==> config.mk <==
export PLATFORM = sky130hd
export DESIGN_NAME = dht22_sensor_emu_flat
export DESIGN_NICKNAME = d
export VERILOG_FILES = /design/src/rtl/dht22_pkg.sv /design/src/rtl/dht22_sensor_emu_if.sv /design/src/rtl/dht22_sync.sv /design/src/rtl/dht22_sensor_emu.sv /design/src/flat_wrapper.sv
export SDC_FILE = /design/constraint.sdc
export NUM_CORES = 1
export LEC_CHECK = 0
export BUFFER_PORTS_ARGS = -buffer_cell sky130_fd_sc_hd__buf_4
export CAP_MARGIN = 10
export CORE_MARGIN = 1.5
export CORE_UTILIZATION = 60
export CTS_CLUSTER_DIAMETER = 40
export DETAILED_ROUTE_END_ITERATION = 8
export GPL_ROUTABILITY_DRIVEN = 0
export PLACE_DENSITY = 0.78
export SYNTH_ARGS = -nofsm -noshare
export SYNTH_HDL_FRONTEND = slang
export SYNTH_SLANG_ARGS = --single-unit
==> constraint.sdc <==
create_clock -name clk -period 3.7 [get_ports clk]
set_input_delay 0.74 -clock clk [delete_from_list [all_inputs] [get_ports clk]]
set_output_delay 0.74 -clock clk [all_outputs]
set_load 0.05 [all_outputs]
==> src/rtl/dht22_pkg.sv <==
// dht22_pkg: state encoding, bus timing and checksum helpers shared by the DHT22 emulator and host driver.
package dht22_pkg;

    typedef enum logic [3:0] {
        IDLE, HOST_LOW, HOST_REL, GO_WAIT, RESP_LOW, RESP_HIGH, BIT_LOW, BIT_HIGH, END_LOW
    } state_e;

    function automatic logic [31:0] t_start(input int unsigned f);
        return 32'(f / 1000);
    endfunction

    function automatic logic [31:0] t_go(input int unsigned f);
        return 32'(f / 50000);
    endfunction

    function automatic logic [31:0] t_resp(input int unsigned f);
        return 32'(f / 12500);
    endfunction

    function automatic logic [31:0] t_blow(input int unsigned f);
        return 32'(f / 20000);
    endfunction

    function automatic logic [31:0] t_b0(input int unsigned f);
        return 32'(f / 40000);
    endfunction

    // 64-bit product so that 7*CLK_FREQ cannot overflow for fast clocks
    function automatic logic [31:0] t_b1(input int unsigned f);
        return 32'(64'(f) * 64'd7 / 64'd100000);
    endfunction

    function automatic logic [7:0] parity(input logic [15:0] h, input logic [15:0] t, input logic inv);
        return (h[15:8] + h[7:0] + t[15:8] + t[7:0]) ^ {8{inv}};
    endfunction

    function automatic logic drives_low(input state_e s);
        return s inside {RESP_LOW, BIT_LOW, END_LOW};
    endfunction

endpackage

==> src/rtl/dht22_sensor_emu_if.sv <==
// dht22_sensor_emu_if: single-wire bus level, frame payload and status of the DHT22 emulator.
interface dht22_sensor_emu_if;
    logic        dht22_in;
    logic        dht22_out;
    logic        dht22_dir;
    logic [15:0] humidity;
    logic [15:0] temperature;
    logic        inject_err;
    logic        busy;
    logic        frame_done;

    modport master (
        output dht22_in, humidity, temperature, inject_err,
        input  dht22_out, dht22_dir, busy, frame_done
    );

    modport slave (
        input  dht22_in, humidity, temperature, inject_err,
        output dht22_out, dht22_dir, busy, frame_done
    );
endinterface

==> src/rtl/dht22_sync.sv <==
// dht22_sync: two-flop synchronizer with configurable reset level.
module dht22_sync #(
    parameter logic RST_VAL = 1'b1
) (
    input  logic clk,
    input  logic rst,
    input  logic d_i,
    output logic q_o
);
    logic [1:0] ff_q;

    always_ff @(posedge clk) begin
        ff_q <= rst ? {2{RST_VAL}} : {ff_q[0], d_i};
    end

    assign q_o = ff_q[1];
endmodule

==> src/rtl/dht22_sensor_emu.sv <==
// dht22_sensor_emu: answers a host start pulse with a DHT22 response and 40-bit humidity/temperature frame.
module dht22_sensor_emu
    import dht22_pkg::*;
#(
    parameter int unsigned CLK_FREQ = 100000000
) (
    input logic                 clk,
    input logic                 rst,
    dht22_sensor_emu_if.slave   bus
);
    localparam logic [31:0] T_START = t_start(CLK_FREQ);
    localparam logic [31:0] T_GO    = t_go(CLK_FREQ);
    localparam logic [31:0] T_RESP  = t_resp(CLK_FREQ);
    localparam logic [31:0] T_BLOW  = t_blow(CLK_FREQ);
    localparam logic [31:0] T_B0    = t_b0(CLK_FREQ);
    localparam logic [31:0] T_B1    = t_b1(CLK_FREQ);

    state_e      state_q, state_d;
    logic [31:0] cnt_q, cnt_d;
    logic [5:0]  bit_q, bit_d;
    logic [39:0] frame_q, frame_d;
    logic        out_q, busy_q, done_q;
    logic        lvl;
    logic [31:0] t_high;

    dht22_sync #(.RST_VAL(1'b1)) u_sync (
        .clk (clk),
        .rst (rst),
        .d_i (bus.dht22_in),
        .q_o (lvl)
    );

    assign t_high = frame_q[6'd39 - bit_q] ? T_B1 : T_B0;

    // Bus level is only consulted in IDLE and HOST_LOW; once answering, the sequence is purely timed.
    always_comb begin
        state_d = state_q;
        bit_d   = bit_q;
        frame_d = frame_q;
        case (state_q)
            IDLE:      if (!lvl) state_d = HOST_LOW;
            HOST_LOW:  if (lvl) state_d = (cnt_q >= T_START - 32'd1) ? GO_WAIT : IDLE;
            GO_WAIT:   if (cnt_q == T_GO - 32'd1) begin
                           state_d = RESP_LOW;
                           frame_d = {bus.humidity, bus.temperature,
                                      parity(bus.humidity, bus.temperature, bus.inject_err)};
                       end
            RESP_LOW:  if (cnt_q == T_RESP - 32'd1) state_d = RESP_HIGH;
            RESP_HIGH: if (cnt_q == T_RESP - 32'd1) begin
                           state_d = BIT_LOW;
                           bit_d   = 6'd0;
                       end
            BIT_LOW:   if (cnt_q == T_BLOW - 32'd1) state_d = BIT_HIGH;
            BIT_HIGH:  if (cnt_q == t_high - 32'd1) begin
                           state_d = (bit_q == 6'd39) ? END_LOW : BIT_LOW;
                           bit_d   = (bit_q == 6'd39) ? bit_q : bit_q + 6'd1;
                       end
            END_LOW:   if (cnt_q == T_BLOW - 32'd1) state_d = IDLE;
            default:   state_d = IDLE;
        endcase
        cnt_d = (state_d != state_q) ? 32'd0 : (&cnt_q ? cnt_q : cnt_q + 32'd1);
    end

    always_ff @(posedge clk) begin
        if (rst) begin
            state_q <= IDLE;
            cnt_q   <= '0;
            bit_q   <= '0;
            frame_q <= '0;
            out_q   <= 1'b1;
            busy_q  <= 1'b0;
            done_q  <= 1'b0;
        end else begin
            state_q <= state_d;
            cnt_q   <= cnt_d;
            bit_q   <= bit_d;
            frame_q <= frame_d;
            out_q   <= !drives_low(state_d);
            busy_q  <= state_d != IDLE;
            done_q  <= (state_q == END_LOW) && (state_d == IDLE);
        end
    end

    assign bus.dht22_out  = out_q;
    assign bus.dht22_dir  = out_q;
    assign bus.busy       = busy_q;
    assign bus.frame_done = done_q;
endmodule

==> src/flat_wrapper.sv <==
// flat-port wrapper written by rule: the top's interface ports become plain ports
module dht22_sensor_emu_flat import dht22_pkg::*;
#(
    parameter int unsigned CLK_FREQ = 100000000
)
  (clk, rst, bus_dht22_in, bus_humidity, bus_temperature, bus_inject_err, bus_dht22_out, bus_dht22_dir, bus_busy, bus_frame_done);
  dht22_sensor_emu_if bus_i ();
  input logic clk;
  input logic rst;
  input wire logic [$bits(bus_i.dht22_in)-1:0] bus_dht22_in;
  input wire logic [$bits(bus_i.humidity)-1:0] bus_humidity;
  input wire logic [$bits(bus_i.temperature)-1:0] bus_temperature;
  input wire logic [$bits(bus_i.inject_err)-1:0] bus_inject_err;
  output wire logic [$bits(bus_i.dht22_out)-1:0] bus_dht22_out;
  output wire logic [$bits(bus_i.dht22_dir)-1:0] bus_dht22_dir;
  output wire logic [$bits(bus_i.busy)-1:0] bus_busy;
  output wire logic [$bits(bus_i.frame_done)-1:0] bus_frame_done;
  assign bus_i.dht22_in = bus_dht22_in;
  assign bus_i.humidity = bus_humidity;
  assign bus_i.temperature = bus_temperature;
  assign bus_i.inject_err = bus_inject_err;
  assign bus_dht22_out = bus_i.dht22_out;
  assign bus_dht22_dir = bus_i.dht22_dir;
  assign bus_busy = bus_i.busy;
  assign bus_frame_done = bus_i.frame_done;
  dht22_sensor_emu #(.CLK_FREQ(CLK_FREQ)) u_core (.clk(clk), .rst(rst), .bus(bus_i));
endmodule
* Word level (Yosys, flattened, before mapping)
Cells that the tools add are included.
** Storage, ports and cells
- Register bits :: 87
- Input port bits :: 36
- Output and inout port bits :: 4
- Logic and storage cells :: 66
** Operators by class
- $add $sub $neg :: 7
- Order comparisons :: 2
- Equality and inequality tests :: 19
- Multiplexer cells :: 18
- Bitwise logic cells :: 1
- Reduce and logical (&&, ||, !) cells :: 11
** Operators by type and width (number)
- $eq 32x13->1 const B :: 2
- $mux 4 :: 9
- $add 32x1->32 const B :: 1
- $eq 32x11->1 const B :: 1
- $eq 32x32->1 :: 1
- $ge 32x17->1 const B :: 1
- $pmux 4 s8 :: 1
- $reduce_and 32->1 :: 1
- $sub 32x1->32 const B :: 1
- $add 8x8->8 :: 3
- $eq 4x3->1 const B :: 6
- $mux 6 :: 3
- $mux 13 :: 1
- $pmux 6 s2 :: 1
- $eq 4x4->1 const B :: 2
- $logic_not 4->1 :: 2
- $xor 8x8->8 :: 1
- $lt 6x7->1 const B :: 1
- $add 6x1->6 const B :: 1
- $bmux 1 s6 :: 1
- $eq 6x6->1 const B :: 1
- $sub 6x6->6 const A :: 1
- $eq 4x1->1 const B :: 1
- $eq 4x2->1 const B :: 1
- other kinds (13) :: 14

* Depth between registers and ports, before layout
- Word-level depth :: 11
- Depth in mapped cells :: 11
- Mapped depth without buffers :: 11

* Cells and area by module
Synthesis repeated with hierarchy kept, for this count alone.
** Unflattened totals
- Cell total of the unflattened synthesis :: 567
- Area, all modules :: 4887.2 µm²
** Modules (own cells, without submodules)
- dht22_sensor_emu :: times used 1, cells each 563, area each 4834.6 µm², seq. area each 1701.6 µm²
- dht22_sync :: times used 1, cells each 4, area each 52.6 µm², seq. area each 40.0 µm²

* Worst setup path before layout
Ideal clock, no wire load.
- Path type :: input -> register
- From :: in bus_temperature[1]
- To :: reg u_core.frame_q[7]
- Arrival time :: 3307 ps
- Data required time :: 3630 ps
- Path slack :: 323 ps
- Cell stages on the path :: 11
- Path buffers :: 0
- Cells stage by stage :: fa_1 > fa_1 > ha_1 > fa_1 > a21o_1 > a21o_1 > a21o_1 > a21oi_1 > xnor2_1 > nand2_1 > a21oi_1
** On the way
- Word-level cells in the longest chain between the ends :: 2
** Ends and longest elaborated chain
- start, declared :: RTL line flat_wrapper.sv:12 : input wire logic [$bits(bus_i.temperature)-1:0] bus_temperature;
- $add 8x8->8 :: RTL line dht22_pkg.sv:34 : return (h[15:8] + h[7:0] + t[15:8] + t[7:0]) ^ {8{inv}};
- $xor 8x8->8 :: RTL line dht22_pkg.sv:34
- end signal, assigned :: RTL line dht22_sensor_emu.sv:77 : frame_q <= frame_d;
- end, declared :: RTL line dht22_sensor_emu.sv:21 : logic [39:0] frame_q, frame_d;
Every way passes these cells.
A chain may end at the register's enable or synchronous reset.

* Worst setup path after layout
- From :: reg u_core.bit_q[3]
- To :: reg u_core.bit_q[1]
** On the way
- Word-level cells in the longest chain between the ends :: 8
** Ends and longest elaborated chain
- start, declared :: RTL line dht22_sensor_emu.sv:20 : logic [5:0] bit_q, bit_d;
- start signal, assigned :: RTL line dht22_sensor_emu.sv:76 : bit_q <= bit_d;
- $sub 6x6->6 :: RTL line dht22_sensor_emu.sv:33 : assign t_high = frame_q[6'd39 - bit_q] ? T_B1 : T_B0;
- $bmux 1 s6 :: RTL line dht22_sensor_emu.sv:33
- $mux 1 (not written as such) :: RTL line dht22_sensor_emu.sv:33
- $mux 13 :: RTL line dht22_sensor_emu.sv:33
- $sub 32x1->32 :: RTL line dht22_sensor_emu.sv:54 : BIT_HIGH: if (cnt_q == t_high - 32'd1) begin
- $eq 32x32->1 :: RTL line dht22_sensor_emu.sv:54
- $ne 2x1->1 (no source line)
- $reduce_and 4->1 (no source line) (*)
Mark *: on every way between the ends. The rest lies on a longest branch, timed or not. The select of a mux whose other input is x is not followed.

==> results_tabular.tex <==
\begin{tabular}{lr}
\hline
Metric & Value \\
\hline
\multicolumn{2}{l}{\textbf{Outcome}} \\
\quad Outcome & finished, final reports clean \\
\multicolumn{2}{l}{\textbf{Finish}} \\
\quad Filler cells & 645 \\
\quad Storage element area & 0.00174 mm\^{}2 \\
\quad Area Overhead vs Synth & 10.2\% \\
\quad \# diodes & 0 \\
\quad Final non-filler cell area & 0.00542 mm\^{}2 \\
\quad Fin nets & 651 \\
\quad Area taken by multi-input logic gates & 0.00298 mm\^{}2 \\
\quad Post-layout instance count excluding filler cells & 696 \\
\quad Layout cells sized above 1 & 0.146 \\
\multicolumn{2}{l}{\textbf{Floorplanning}} \\
\quad Standard-cell row count & 32 \\
\quad Area of the core region & $\sim$0.0078 mm\^{}2 \\
\quad X dimension of the die & around 94 um \\
\quad Die H & 93.6 um \\
\quad Starting density of the core & 0.627 \\
\quad Number of placed I/O pins & 40 \\
\quad Area enclosed by the die boundary & 0.00876 mm\^{}2 \\
\multicolumn{2}{l}{\textbf{Hold path}} \\
\quad Startpoint of the tightest hold check path & u\_core.u\_sync.ff\_q[0] \\
\quad Worst Hold Path Cells & 1 \\
\quad Hold WC Path Type & register to register \\
\quad End point of the most critical hold path & u\_core.u\_sync.ff\_q[1] \\
\multicolumn{2}{l}{\textbf{Global route}} \\
\quad Pin count of the biggest net entering global routing & 55 \\
\quad Wire length of the first global-routing pass & roughly 19 mm \\
\quad Number of global-route vias before repair & 4053 \\
\quad Initial antenna violation count & 0 \\
\quad Total congestion overflow & 0 \\
\quad GRT Resource Usage Total & 0.271 \\
\multicolumn{2}{l}{\textbf{Synth}} \\
\quad Simple-gate area share of the yosys netlist & 0.259 \\
\quad Post-synthesis cell count & 566 \\
\quad Most used flip-flop cell after synthesis & dfxtp\_1 \\
\quad Leading cell types by total area after synthesis & dfxtp\_1 35\%, nand2\_1 8.0\%, fa\_1 5.7\% \\
\quad Area leader, netlist & dfxtp\_1 \\
\quad Post-synthesis share of cell area spent on xor and xnor gates & 0.0872 \\
\quad Multiplexer fraction of the synthesized cell area & 0.0679 \\
\quad Sequential-to-total area share from yosys stat & 0.354 \\
\quad Area share of the largest cell type after synthesis & 0.354 \\
\quad Top post-synthesis cells by count & 105 x nand2\_1, 87 x dfxtp\_1, 51 x nor2\_1, 46 x a21oi\_1, 28 x xnor2\_1 \\
\quad Syn avg cell area & 8.70 um\^{}2 \\
\quad Adder and majority gate portion of the synthesized area & 0.0849 \\
\quad Flip-flop and latch count after synthesis & just under 90 \\
\quad Yosys synthesis warning count & 0 \\
\quad Largest family of logic cells by synthesized area & simple AND/OR/NAND/NOR gates \\
\quad Syn nets & 627 \\
\quad Number of flops mapped to enable cells by yosys & 0 \\
\quad Async SR Flop Fraction & 0 \\
\quad Number of distinct standard cells referenced by the synthesized netlist & 53 \\
\quad Area fraction in compound gates after synthesis & 0.107 \\
\quad Most common cell in the synthesized netlist & nand2\_1 \\
\quad Cell area after synthesis & 0.00492 mm\^{}2 \\
\multicolumn{2}{l}{\textbf{Pwr}} \\
\quad Power density over cell area & $\sim$340 mW/mm\^{}2 \\
\quad Static leakage power & around 2.0 nW \\
\quad Final total power & 1.87 mW \\
\quad Peak supply drop & 249 uV \\
\multicolumn{2}{l}{\textbf{Setup path}} \\
\quad Required arrival time at the worst endpoint & 3990 ps \\
\quad Maximum fanout along the worst path & 10 \\
\quad R2R cell count & 8 \\
\quad Crit path launch type & register \\
\quad Internal reg-to-reg setup slack & a little under 300 ps \\
\quad Critical path arrival & 3700 ps \\
\quad Startpoint of the most critical register-to-register path & u\_core.bit\_q[3] \\
\quad Critical R2R Capture & u\_core.bit\_q[1] \\
\quad Critical path origin & u\_core.bit\_q[3] \\
\quad Endpoint class of the critical path & register \\
\quad Type of the worst setup path & register to register \\
\multicolumn{2}{l}{\textbf{Timing}} \\
\quad Share of the cycle needed by the critical path after routing & 0.921 \\
\quad Min Clock Period, post-route & 3410 ps \\
\quad Max frequency & 293 MHz \\
\quad Worst-case clock skew & 14.4 ps \\
\quad Setup repair after global routing missed its margin & no \\
\quad Setup\_tns & 0 ps \\
\quad Worst-Margin Slew & between 700 and 800 ps \\
\quad Tightest slew margin relative to the limit & 0.502 \\
\quad Count of endpoints failing hold in the final timing report & 0 \\
\quad Number of endpoints failing setup at the final stage & 0 \\
\quad Final max-slew violation count & 0 \\
\multicolumn{2}{l}{\textbf{CTS}} \\
\quad Clock transition at the registers of the reported paths & approximately 80 ps \\
\quad Quantity of gates resized following cts & 0 \\
\quad Post-CTS setup buffer count & 0 \\
\quad Maximum number of buffers from clock root to sink & 2 \\
\quad Total number of H-tree levels & 3 \\
\quad CTS Buf Count & 9 \\
\quad Clock tree sinks & 87 \\
\quad Clock tree root buffer cell & clkbuf\_8 \\
\quad Clock latency of the later-clocked register in the worst-skew pair & 360 ps \\
\quad Count of hold-fix buffers inserted at cts & 0 \\
\quad CTS tree & done \\
\multicolumn{2}{l}{\textbf{Detailed routing}} \\
\quad Avg Vias per Cell & 5.92 \\
\quad Wire length reported by the detailed router & 11.0 mm \\
\quad DRC violation total after the first TritonRoute iteration & approximately 210 \\
\quad DRC & 0 \\
\quad Antenna Violating Nets Remaining & 0 \\
\quad Total vias in the final route & 4122 \\
\quad Number of iterations in the first detailed-routing pass & 4 \\
\quad WL per Instance & about 16 um \\
\multicolumn{2}{l}{\textbf{Placed design}} \\
\quad Sum of net half-perimeters after detailed placement & 8.14 mm \\
\quad Number of buffers added on ports & 39 \\
\quad Cell area after placement & 0.00525 mm\^{}2 \\
\quad \# placed instances & around 680 \\
\multicolumn{2}{l}{\textbf{Job}} \\
\quad Max-capacitance violation count & 0 \\
\hline
\end{tabular}
==> worst max-delay path by stage <==
stage	end	slack, ps
floorplan	u_core.frame_q[7]	320
finish	u_core.bit_q[1]	290
CTS	u_core.bit_q[1]	320
global placement	u_core.frame_q[7]	110
global route	u_core.bit_q[1]	250
detailed placement	u_core.frame_q[7]	80
==> kinds of logic after synthesis <==
logic type      count (synthesis)
buf+inv                        43
xor+xnor                       49
fa+ha+maj                      25
compound gates                 77
flops                          87
simple gates                  268
mux                            17
==> layout make-up <==
type | instances | share of cell area
Multi-Input combinational cell | 436 | 0.550
Sequential cell | 87 | 0.321
Timing Repair Buffer | 47 | 0.0674
Clock buffer | 10 | 0.0254
Tap cell | 102 | 0.0235
Clock inverter | 5 | 0.00623
Inverter | 9 | 0.00623
==> critical path: stages, from the launching register on <==
cell      delay, ps
dfxtp_1         570
mux4_1          670
mux4_2          510
o21a_1          220
and3_1          160
a2111o_1        430
and3_1          350
mux2_4          340
nor2_1          100
==> cell usage in the layout (no fill, tap or decap), drive strengths merged, types with 11 or more instances in the layout <==
cell type  instances
a21oi             46
nand4             15
nand2            105
ha                11
xor2              21
nand3             21
nor3              17
mux4              11
fa                14
dfxtp             87
nor4              15
buf               47
xnor2             28
nor2              53
==> state kept, by name (all words and copies together), names as in the netlist <==
| signal | cells |
|---|---|
| u_core.bus.frame_done | 1 |
| u_core.bit_q | 6 |
| u_core.u_sync.ff_q | 2 |
| u_core.frame_q | 40 |
| u_core.cnt_q | 32 |
| u_core.state_q | 4 |
| u_core.bus.busy | 1 |
| u_core.bus.dht22_dir | 1 |
==> power breakdown <==
part | internal, mW | switching [mW]
Clock | 0.259 | 0.341
Combinational | 0.165 | 0.158
Sequential | 0.940 | 0.00434
Total | 1.36 | 0.503
==> per-layer routing <==
metal / up-vias / wire length (um) / GRT usage
met5: - / 0 / 0
met4: 0 / 276 / 0.0721
met3: 26 / 458 / 0.0561
met2: 111 / 5640 / 0.496
met1: 1967 / 4610 / 0.320
li1: 2018 / - / -
==> per-stage QoR <==
step / hold WS [ps] / util / worst slack [ps]
2_1_floorplan: 389 / - / 323
3_3_place_gp: 394 / 0.669 / 114
3_5_place_dp: 396 / 0.669 / 75.4
4_1_cts: 419 / 0.691 / 318
5_1_grt: 426 / 0.691 / 250
6_report: 418 / 0.691 / 292
Note: power is estimated with default switching activity, not from simulation.
